**src/rtl/ex_muldiv_seq_if.sv**
```systemverilog
// Bundle between the EX stage and the iterative mul/div sequencer.
// The master is the pipeline side, which issues the op and consumes the result.
// The slave is the sequencer.
interface ex_muldiv_seq_if #(
    parameter int XLEN = 32
);
    logic            ID_EX_muldiv;
    logic [2:0]      ID_EX_mdop;
    logic [4:0]      ID_EX_rd;
    logic [XLEN-1:0] EX_rs1_data;
    logic [XLEN-1:0] EX_rs2_data;
    logic            MD_kill;
    logic            MD_stall;
    logic            MD_done;
    logic [XLEN-1:0] MD_result;
    logic [4:0]      MD_rd;

    modport master (
        output ID_EX_muldiv, ID_EX_mdop, ID_EX_rd, EX_rs1_data, EX_rs2_data, MD_kill,
        input  MD_stall, MD_done, MD_result, MD_rd
    );

    modport slave (
        input  ID_EX_muldiv, ID_EX_mdop, ID_EX_rd, EX_rs1_data, EX_rs2_data, MD_kill,
        output MD_stall, MD_done, MD_result, MD_rd
    );
endinterface

```
**src/rtl/ex_muldiv_seq.sv**
```systemverilog
// Iterative M-extension unit that sits beside the EX-stage ALU.
// Multiply uses shift-add and divide uses the restoring method, both at one bit per cycle.
// Every op has a fixed latency of XLEN+1 cycles from start to done.
// The datapath is unsigned. Sign is stripped when the operands are latched and reapplied
// when the result is captured.
module ex_muldiv_seq #(
    parameter int XLEN = 32
) (
    input  logic           clk,
    input  logic           rst,
    ex_muldiv_seq_if.slave md
);
    localparam int CW = $clog2(XLEN);

    localparam logic [2:0] MD_OP_MUL   = 3'd0;
    localparam logic [2:0] MD_OP_MULHU = 3'd1;
    localparam logic [2:0] MD_OP_DIV   = 3'd2;
    localparam logic [2:0] MD_OP_DIVU  = 3'd3;
    localparam logic [2:0] MD_OP_REM   = 3'd4;

    typedef enum logic [1:0] {IDLE, BUSY, DONE} state_t;

    state_t          state, state_nxt;
    logic [2:0]      op_q;
    logic [4:0]      rd_q;
    logic [CW-1:0]   cnt;
    logic [XLEN-1:0] a_q;      // multiplier (shifts right) or dividend/quotient (shifts left)
    logic [XLEN-1:0] b_q;      // multiplicand or divisor
    logic [XLEN-1:0] hi_q;     // product high half or partial remainder
    logic            neg_q;    // negate the selected result at capture
    logic [XLEN-1:0] res_q;
    logic [4:0]      rd_out_q;

    logic            start;
    logic [2:0]      op_in;
    logic            sgn_in, s1, s2, neg_in;
    logic [XLEN-1:0] abs1, abs2;
    logic [XLEN:0]   mul_sum, div_sh, div_diff;
    logic [XLEN-1:0] a_nxt, hi_nxt, raw_res, fix_res;
    logic            is_div;

    assign start = (state == IDLE) && md.ID_EX_muldiv && !md.MD_kill;

    assign md.MD_stall  = start || (state == BUSY);
    assign md.MD_done   = (state == DONE);
    assign md.MD_result = res_q;
    assign md.MD_rd     = rd_out_q;

    // Decode the incoming op and form the operand magnitudes and the sign to reapply.
    // Codes 6 and 7 decode as MUL.
    // A signed divide by zero keeps the all-ones quotient, so it must not be negated.
    always_comb begin
        op_in  = (md.ID_EX_mdop > 3'd5) ? MD_OP_MUL : md.ID_EX_mdop;
        sgn_in = (op_in == MD_OP_DIV) || (op_in == MD_OP_REM);
        s1     = sgn_in && md.EX_rs1_data[XLEN-1];
        s2     = sgn_in && md.EX_rs2_data[XLEN-1];
        abs1   = s1 ? (~md.EX_rs1_data + 1'b1) : md.EX_rs1_data;
        abs2   = s2 ? (~md.EX_rs2_data + 1'b1) : md.EX_rs2_data;
        neg_in = 1'b0;
        if (op_in == MD_OP_DIV)
            neg_in = (s1 ^ s2) && (md.EX_rs2_data != '0);
        else if (op_in == MD_OP_REM)
            neg_in = s1;
    end

    // One iteration of the datapath, plus the sign-fixed result of that iteration.
    // The fixed result is captured on the last BUSY cycle.
    always_comb begin
        is_div   = (op_q >= MD_OP_DIV);
        mul_sum  = {1'b0, hi_q} + {1'b0, (a_q[0] ? b_q : '0)};
        div_sh   = {hi_q, a_q[XLEN-1]};
        div_diff = div_sh - {1'b0, b_q};
        if (is_div) begin
            // A set borrow bit means the trial subtract failed, so the shifted value is kept.
            hi_nxt = div_diff[XLEN] ? div_sh[XLEN-1:0] : div_diff[XLEN-1:0];
            a_nxt  = {a_q[XLEN-2:0], ~div_diff[XLEN]};
        end else begin
            hi_nxt = mul_sum[XLEN:1];
            a_nxt  = {mul_sum[0], a_q[XLEN-1:1]};
        end
        case (op_q)
            MD_OP_MUL, MD_OP_DIV, MD_OP_DIVU: raw_res = a_nxt;
            default:                          raw_res = hi_nxt;
        endcase
        fix_res = neg_q ? (~raw_res + 1'b1) : raw_res;
    end

    // FSM state register.
    always_ff @(posedge clk) begin
        if (rst) state <= IDLE;
        else     state <= state_nxt;
    end

    // FSM next state. A kill is honoured in BUSY and ignored in DONE.
    always_comb begin
        state_nxt = state;
        case (state)
            IDLE:    if (start) state_nxt = BUSY;
            BUSY:    if (md.MD_kill) state_nxt = IDLE;
                     else if (cnt == '0) state_nxt = DONE;
            DONE:    state_nxt = IDLE;
            default: state_nxt = IDLE;
        endcase
    end

    // Latch operands at start, iterate while BUSY, and capture the result on the last step.
    always_ff @(posedge clk) begin
        if (rst) begin
            op_q     <= '0;
            rd_q     <= '0;
            cnt      <= '0;
            a_q      <= '0;
            b_q      <= '0;
            hi_q     <= '0;
            neg_q    <= 1'b0;
            res_q    <= '0;
            rd_out_q <= '0;
        end else if (start) begin
            op_q  <= op_in;
            rd_q  <= md.ID_EX_rd;
            cnt   <= CW'(XLEN - 1);
            a_q   <= abs1;
            b_q   <= abs2;
            hi_q  <= '0;
            neg_q <= neg_in;
        end else if (state == BUSY) begin
            a_q  <= a_nxt;
            hi_q <= hi_nxt;
            if (cnt != '0)
                cnt <= cnt - 1'b1;
            else if (!md.MD_kill) begin
                res_q    <= fix_res;
                rd_out_q <= rd_q;
            end
        end
    end
endmodule

```
**src/flat_wrapper.sv**
```systemverilog
// flat-port wrapper written by rule: the top's interface ports become plain ports
module ex_muldiv_seq_flat 
#(
    parameter int XLEN = 32
)
  (clk, rst, md_ID_EX_muldiv, md_ID_EX_mdop, md_ID_EX_rd, md_EX_rs1_data, md_EX_rs2_data, md_MD_kill, md_MD_stall, md_MD_done, md_MD_result, md_MD_rd);
  ex_muldiv_seq_if #(.XLEN(XLEN)) md_i ();
  input  logic clk;
  input  logic rst;
  input wire logic [$bits(md_i.ID_EX_muldiv)-1:0] md_ID_EX_muldiv;
  input wire logic [$bits(md_i.ID_EX_mdop)-1:0] md_ID_EX_mdop;
  input wire logic [$bits(md_i.ID_EX_rd)-1:0] md_ID_EX_rd;
  input wire logic [$bits(md_i.EX_rs1_data)-1:0] md_EX_rs1_data;
  input wire logic [$bits(md_i.EX_rs2_data)-1:0] md_EX_rs2_data;
  input wire logic [$bits(md_i.MD_kill)-1:0] md_MD_kill;
  output wire logic [$bits(md_i.MD_stall)-1:0] md_MD_stall;
  output wire logic [$bits(md_i.MD_done)-1:0] md_MD_done;
  output wire logic [$bits(md_i.MD_result)-1:0] md_MD_result;
  output wire logic [$bits(md_i.MD_rd)-1:0] md_MD_rd;
  assign md_i.ID_EX_muldiv = md_ID_EX_muldiv;
  assign md_i.ID_EX_mdop = md_ID_EX_mdop;
  assign md_i.ID_EX_rd = md_ID_EX_rd;
  assign md_i.EX_rs1_data = md_EX_rs1_data;
  assign md_i.EX_rs2_data = md_EX_rs2_data;
  assign md_i.MD_kill = md_MD_kill;
  assign md_MD_stall = md_i.MD_stall;
  assign md_MD_done = md_i.MD_done;
  assign md_MD_result = md_i.MD_result;
  assign md_MD_rd = md_i.MD_rd;
  ex_muldiv_seq #(.XLEN(XLEN)) u_core (.clk(clk), .rst(rst), .md(md_i));
endmodule
```
**config.mk**
```make
export PLATFORM = sky130hd
export DESIGN_NAME = ex_muldiv_seq_flat
export DESIGN_NICKNAME = d
export VERILOG_FILES = /design/src/rtl/ex_muldiv_seq_if.sv /design/src/rtl/ex_muldiv_seq.sv /design/src/flat_wrapper.sv
export SDC_FILE = /design/constraint.sdc
export NUM_CORES = 1
export LEC_CHECK = 0
export CORE_ASPECT_RATIO = 2
export CORE_UTILIZATION = 45
export DETAILED_ROUTE_END_ITERATION = 7
export PLACE_DENSITY = 0.71
export REMOVE_ABC_BUFFERS = 1
export SLEW_MARGIN = 40
export SYNTH_ARGS = -nofsm -noshare
export SYNTH_HDL_FRONTEND = slang
export SYNTH_SLANG_ARGS = --single-unit
```
**constraint.sdc**
```tcl
create_clock -name clk -period 5.55 [get_ports clk]
set_clock_uncertainty 0.15 [all_clocks]
set_input_delay 1.11 -clock clk [delete_from_list [all_inputs] [get_ports clk]]
set_output_delay 1.11 -clock clk [all_outputs]
set_load 0.01 [all_outputs]
```
# --- After elaboration in Yosys (flattened, before gate mapping) ---
# Index checks and enable logic that the tools add are counted.
totals:
  regBits: 149
  memories: 0
  rom_bits: 0
  output_inout_bits: 39
  latch_bits: 0
  wordCells: 74
  in_bits: 76
  ramBits: 0
classes:
  mul: 0
  n_div: 0
  n_mux: 20
  shift: 0
  bitwise_logic: 8
  n_eq_ne: 8
  n_addsub: 6
  n_reduce_logical: 20
  magnitude_cmp: 2
ops:
  columns: ["op", "n"]
  rows:
  - ["$mux 32", 10]
  - ["$add 32x1->32 const B", 3]
  - ["$not 32->32", 3]
  - ["$add 32x32->33", 1]
  - ["$sub 33x32->33", 1]
  - ["$reduce_bool 32->1", 1]
  - ["$mux 5", 3]
  - ["$eq 3x2->1 const B", 3]
  - ["$mux 2", 3]
  - ["$logic_and 1x1->1", 5]
  - ["$logic_not 5->1", 1]
  - ["$reduce_bool 5->1", 1]
  - ["$sub 5x1->5 const B", 1]
  - ["$not 1->1", 4]
  - ["$pmux 2 s2", 1]
  - ["$reduce_and 2->1", 2]
  - ["$reduce_and 4->1", 1]
  - ["$reduce_bool 2->1", 2]
  - ["$eq 3x3->1 const B", 1]
  - ["$ge 3x2->1 const B", 1]
  - ["$gt 3x3->1 const B", 1]
  - ["$logic_not 3->1", 1]
  - ["$mux 3", 1]
  - ["$ne 3x3->1 const B", 1]
  - ["other kinds (10)", 12]

# --- Logic depth before layout (Yosys ltp) ---
logic_depth:
  word_depth: 8
  depth_mapped: 20
  ltp_nobuf: 18

# --- Worst setup path after synthesis ---
# OpenSTA, ideal clock, no wires.
synth_path:
  path_type: "register to register"
  from: "register u_core.a_q[31]"
  to: "register u_core.res_q[20] (netlist: u_core.md.MD_result[20])"
  setup_ps: 86
  period_less_slack_ps: 4695
  stages_incl_launch_ff: 21
  path_buffers: 3
  slack_ps: 855
  arrival_ps: 4459
  cell_sequence: "dfxtp_1 -> inv_1 -> ha_1 -> fa_1 -> nor2b_4 -> o31a_1 -> o211a_1 -> o21ai_4 -> a21oi_4 -> nor2_4 -> clkbuf_1 -> clkbuf_1 -> a211oi_1 -> a21o_1 -> ha_1 -> nand4_2 -> or4_1 -> buf_2 -> o41ai_1 -> xor2_1 -> a211oi_1"
synth_between:
  elab_chain_len: 7
  elab_cells_between_ends: 9
synth_lines:
  columns: ["item", "line", "rtl"]
  rows:
  - ["start: declaration", "ex_muldiv_seq.sv:27", "logic [XLEN-1:0] a_q;"]
  - ["start signal: assignment", "ex_muldiv_seq.sv:122", "a_q <= abs1;"]
  - ["start signal: assignment", "ex_muldiv_seq.sv:127", "a_q <= a_nxt;"]
  - ["$sub 33x32->33", "ex_muldiv_seq.sv:72", "div_diff = div_sh - {1'b0, b_q};"]
  - ["$mux 32 or $not 1->1 (tied branches)", "ex_muldiv_seq.sv:75, ex_muldiv_seq.sv:76", null]
  - ["$mux 32", "ex_muldiv_seq.sv:73", "if (is_div) begin"]
  - ["$mux 32 (*)", "ex_muldiv_seq.sv:81", "case (op_q)"]
  - ["$not 32->32", "ex_muldiv_seq.sv:85", "fix_res = neg_q ? (~raw_res + 1'b1) : raw_res;"]
  - ["$add 32x1->32", "ex_muldiv_seq.sv:85", null]
  - ["$mux 32 (*)", "ex_muldiv_seq.sv:85", null]
  - ["end signal: assignment", "ex_muldiv_seq.sv:132", "res_q <= fix_res;"]
  - ["end: declaration", "ex_muldiv_seq.sv:31", "logic [XLEN-1:0] res_q;"]
# Mark *: on every way between the ends. The rest lies on a longest branch, timed or not.
# A chain may end at the register's enable or synchronous reset.

# --- Final worst setup path ---
layout_path:
  from: "register u_core.a_q[31]"
  to: "register u_core.res_q[25] (netlist: u_core.md.MD_result[25])"
# Same word-level chain as after synthesis.

==> impl_metrics.toml <==
[yosys]
ys_seq_area_share_pct = 21.3
synth-seq-cells = 149
synth_edf_count = 0
yosysWarningCount = 0
syn_area_per_cell_um2 = 7.15
async_reset_ff_share_pct = 0
ys.flop_type = "dfxtp_1"
synthesis.area_um2 = 14000
synthCells = 1959
yosysUniqueCellTypes = 97

[clock_network]
cts_tree = "built"
worstSkewPairLatency_ns = 0.45
h-tree-depth = 4
ctsHoldBuffers = 0
cts_made_buffers = 17
cts_root_buf = "clkbuf_16"
clk_pin_slew_ns = 0.06
cts_sinks = 149
post_cts_buffers = 0
clockBufferDepth = 2
postCtsResizedCells = 0

[grt]
grt_max_degree = 73
grt_use_total_pct = 34.7
grt.overflow.total = 0
grt_pass1_wl_um = 84500
grt_pass1_vias = 15000
antenna_found_initial = 0

[timing]
rsz0062_at_grt = "no"
whs_ns = 0.298
final-max-slew-violation-count = 0
hold_violations = 0
setup_tns_ns = 0
worst_pin_slew_ns = 0.921
period_needed_ns = 5.23
min_period_over_period_pct = 94.2
max_freq_ghz = 0.191
setup_ws_ns = 0.324
relSlewSlack_pct = 38.1
setup_violations = 0

[job]
drv_cap = 0

[status]
status = "finished clean"

[pwr]
ir_drop_v = 0.000218
powerDensity_nw_per_um2 = 235
p_leak_nw = 6.26

[floorplan]
fp.dieW_um = 127
rows = 91
ios = 115
die_h_um = 251
core_area_um2 = 30700
die_area_um2 = 31900
start_util_pct = 45.5

[layout]
drive_gt1_share_pct = 7.43
fillCellCount = 3055
final_area_um2 = 16300
nets = 2183
area_growth_pct = 16.1
stdcell_count = 2419
antenna_cells = 0
ff_latch_area_um2 = 2980
multi_input_area_um2 = 10300

[drt]
drtPass1Iterations = 5
avgRoutedWirePerCell_um = 22.6
post-route-drc-count = 0
drt_wl_total_um = 54700
detail_route.iter0.violations = 1312
ant_nets = 0
vias = 15400
viasPerCell = 6.35

[critical_path]
critPathArrivalTime_ns = 5.43
end_kind = "register"
crit_type = "register to register"
critPathRequiredTime_ns = 5.75
cp_max_fo = 10
start_kind = "register"

[placement]
port_buffers = 114
dp_hpwl_um = 42700
placedCellCount = 2389
preCtsSetupSlack_ns = 0.417
placed_area_um2 = 15600
place.gp.congestion = 1.03

[worst_hold_path]
hold_class = "register to register"
==> cells by family (layout without fill, tap and decap cells) <==
logic type	count (synthesis)	after routing	share of synthesized area, %
xor gates and xnor gates	118	118	7.38
and+or+nand+nor	734	734	25.1
muxes	44	44	3.23
adders and majority gates	71	71	6.45
DFF	149	149	21.3
buffers and inverters	184	272	5.13
AOI/OAI and AO/OA	659	659	31.4
==> critical path, cell delays in order, from the launching register on <==
cell      delay (ns)
dfxtp_1         0.64
inv_1           0.12
ha_1            0.23
fa_1            0.44
nor2b_4         0.14
o31a_1          0.28
o211a_1         0.30
o21ai_4         0.10
a21oi_4         0.26
buf_4           0.23
nor4b_1         0.10
a221o_1         0.45
a211o_1         0.24
or4_1           0.58
o41ai_1         0.52
xor2_1          0.11
a211oi_1        0.23
==> cell type report <==
cell class,instances,area share (%)
timing repair buffer,178,9.98
clock buffer,22,2.86
tap,372,2.86
sequential,149,18.4
inverter,64,1.48
multi-input combinational,1626,63.5
clock inverter,8,0.924
==> layout by cell type, fill, tap and decap left out, drive strengths merged, types with 27 or more instances in the layout <==
cell / Yosys / routed
a21o: 27 / 27
and2: 53 / 53
nor3: 57 / 57
or3: 29 / 29
a211oi: 110 / 110
xor2: 53 / 53
nand2: 216 / 216
inv: 63 / 63
xnor2: 65 / 65
buf: 19 / 65
ha: 69 / 69
clkdlybuf4s50: 0 / 113
mux2i: 41 / 41
nand3: 38 / 38
nor2: 230 / 230
dfxtp: 149 / 149
a21oi: 205 / 205
o21ai: 110 / 110
==> layer usage <==
layer  up-vias  GRT usage (%)  part of all wire [%]
li1       7339              -                     -
met1      7208           38.2                    38
met4         0           24.3                   7.2
met3       182           4.54                   5.1
met2       635           61.4                    50
met5         -              0                     0
==> state kept, by name, summed over array words and instances (netlist names) <==
name	flops
u_core.a_q	32
u_core.b_q	32
u_core.cnt	5
u_core.hi_q	32
u_core.md.MD_rd	5
u_core.md.MD_result	32
u_core.neg_q	1
u_core.op_q	3
u_core.rd_q	5
u_core.state	2
==> through the flow <==
stage                     total power (W)  utilization [%]
after floorplan                   0.00205                -
after global placement            0.00254             50.9
after detailed placement          0.00254             50.9
after CTS                         0.00381             52.9
after global routing              0.00399             52.9
final                             0.00382             52.9
==> power breakdown <==
part / switching (W) / leakage [nW] / total [W] / internal [W]
Combinational: 0.000858 / 4.75 / 0.00137 / 0.000514
Sequential: 0.0000637 / 1.22 / 0.00119 / 0.00113
Clock: 0.000488 / 0.296 / 0.00126 / 0.000772
Total: 0.00141 / 6.26 / 0.00382 / 0.00241
==> synthesized netlist by cell type (all sizes together) (10+ instances only) <==
master  count  area [um2]
a211oi    110         831
a21o       27         203
a21oi     205        1050
a311oi     19         166
a31oi      23         144
and2       53         332
and3       12        75.1
buf        19        98.8
clkbuf    101         379
dfxtp     149        2980
ha         69         863
inv        63         236
mux2i      41         410
nand2     216         818
nand2b     10        62.6
nand3      38         195
nand4      21         150
nor2      230         873
nor2b      10        70.1
nor3       57         323
nor4       12        75.1
o211ai     17         133
o21a       24         180
o21ai     110         569
o31ai      23         173
o41ai      10         103
or2        10        65.1
or3        29         181
or4        12        90.1
xnor2      65         569
xor2       53         464
==> path summary, 6_finish.rpt <==
kind | startpoint | to | slack, ns | depth (start not counted)
max reg2reg | u_core.a_q[31] | u_core.md.MD_result[25] | 0.32 | 16
min | u_core.md.MD_result[2] | u_core.md.MD_result[2] | 0.30 | 2
max | u_core.a_q[31] | u_core.md.MD_result[25] | 0.32 | 16
min reg2reg | u_core.md.MD_result[2] | u_core.md.MD_result[2] | 0.30 | 2
Note: power is estimated with default switching activity, not from simulation.
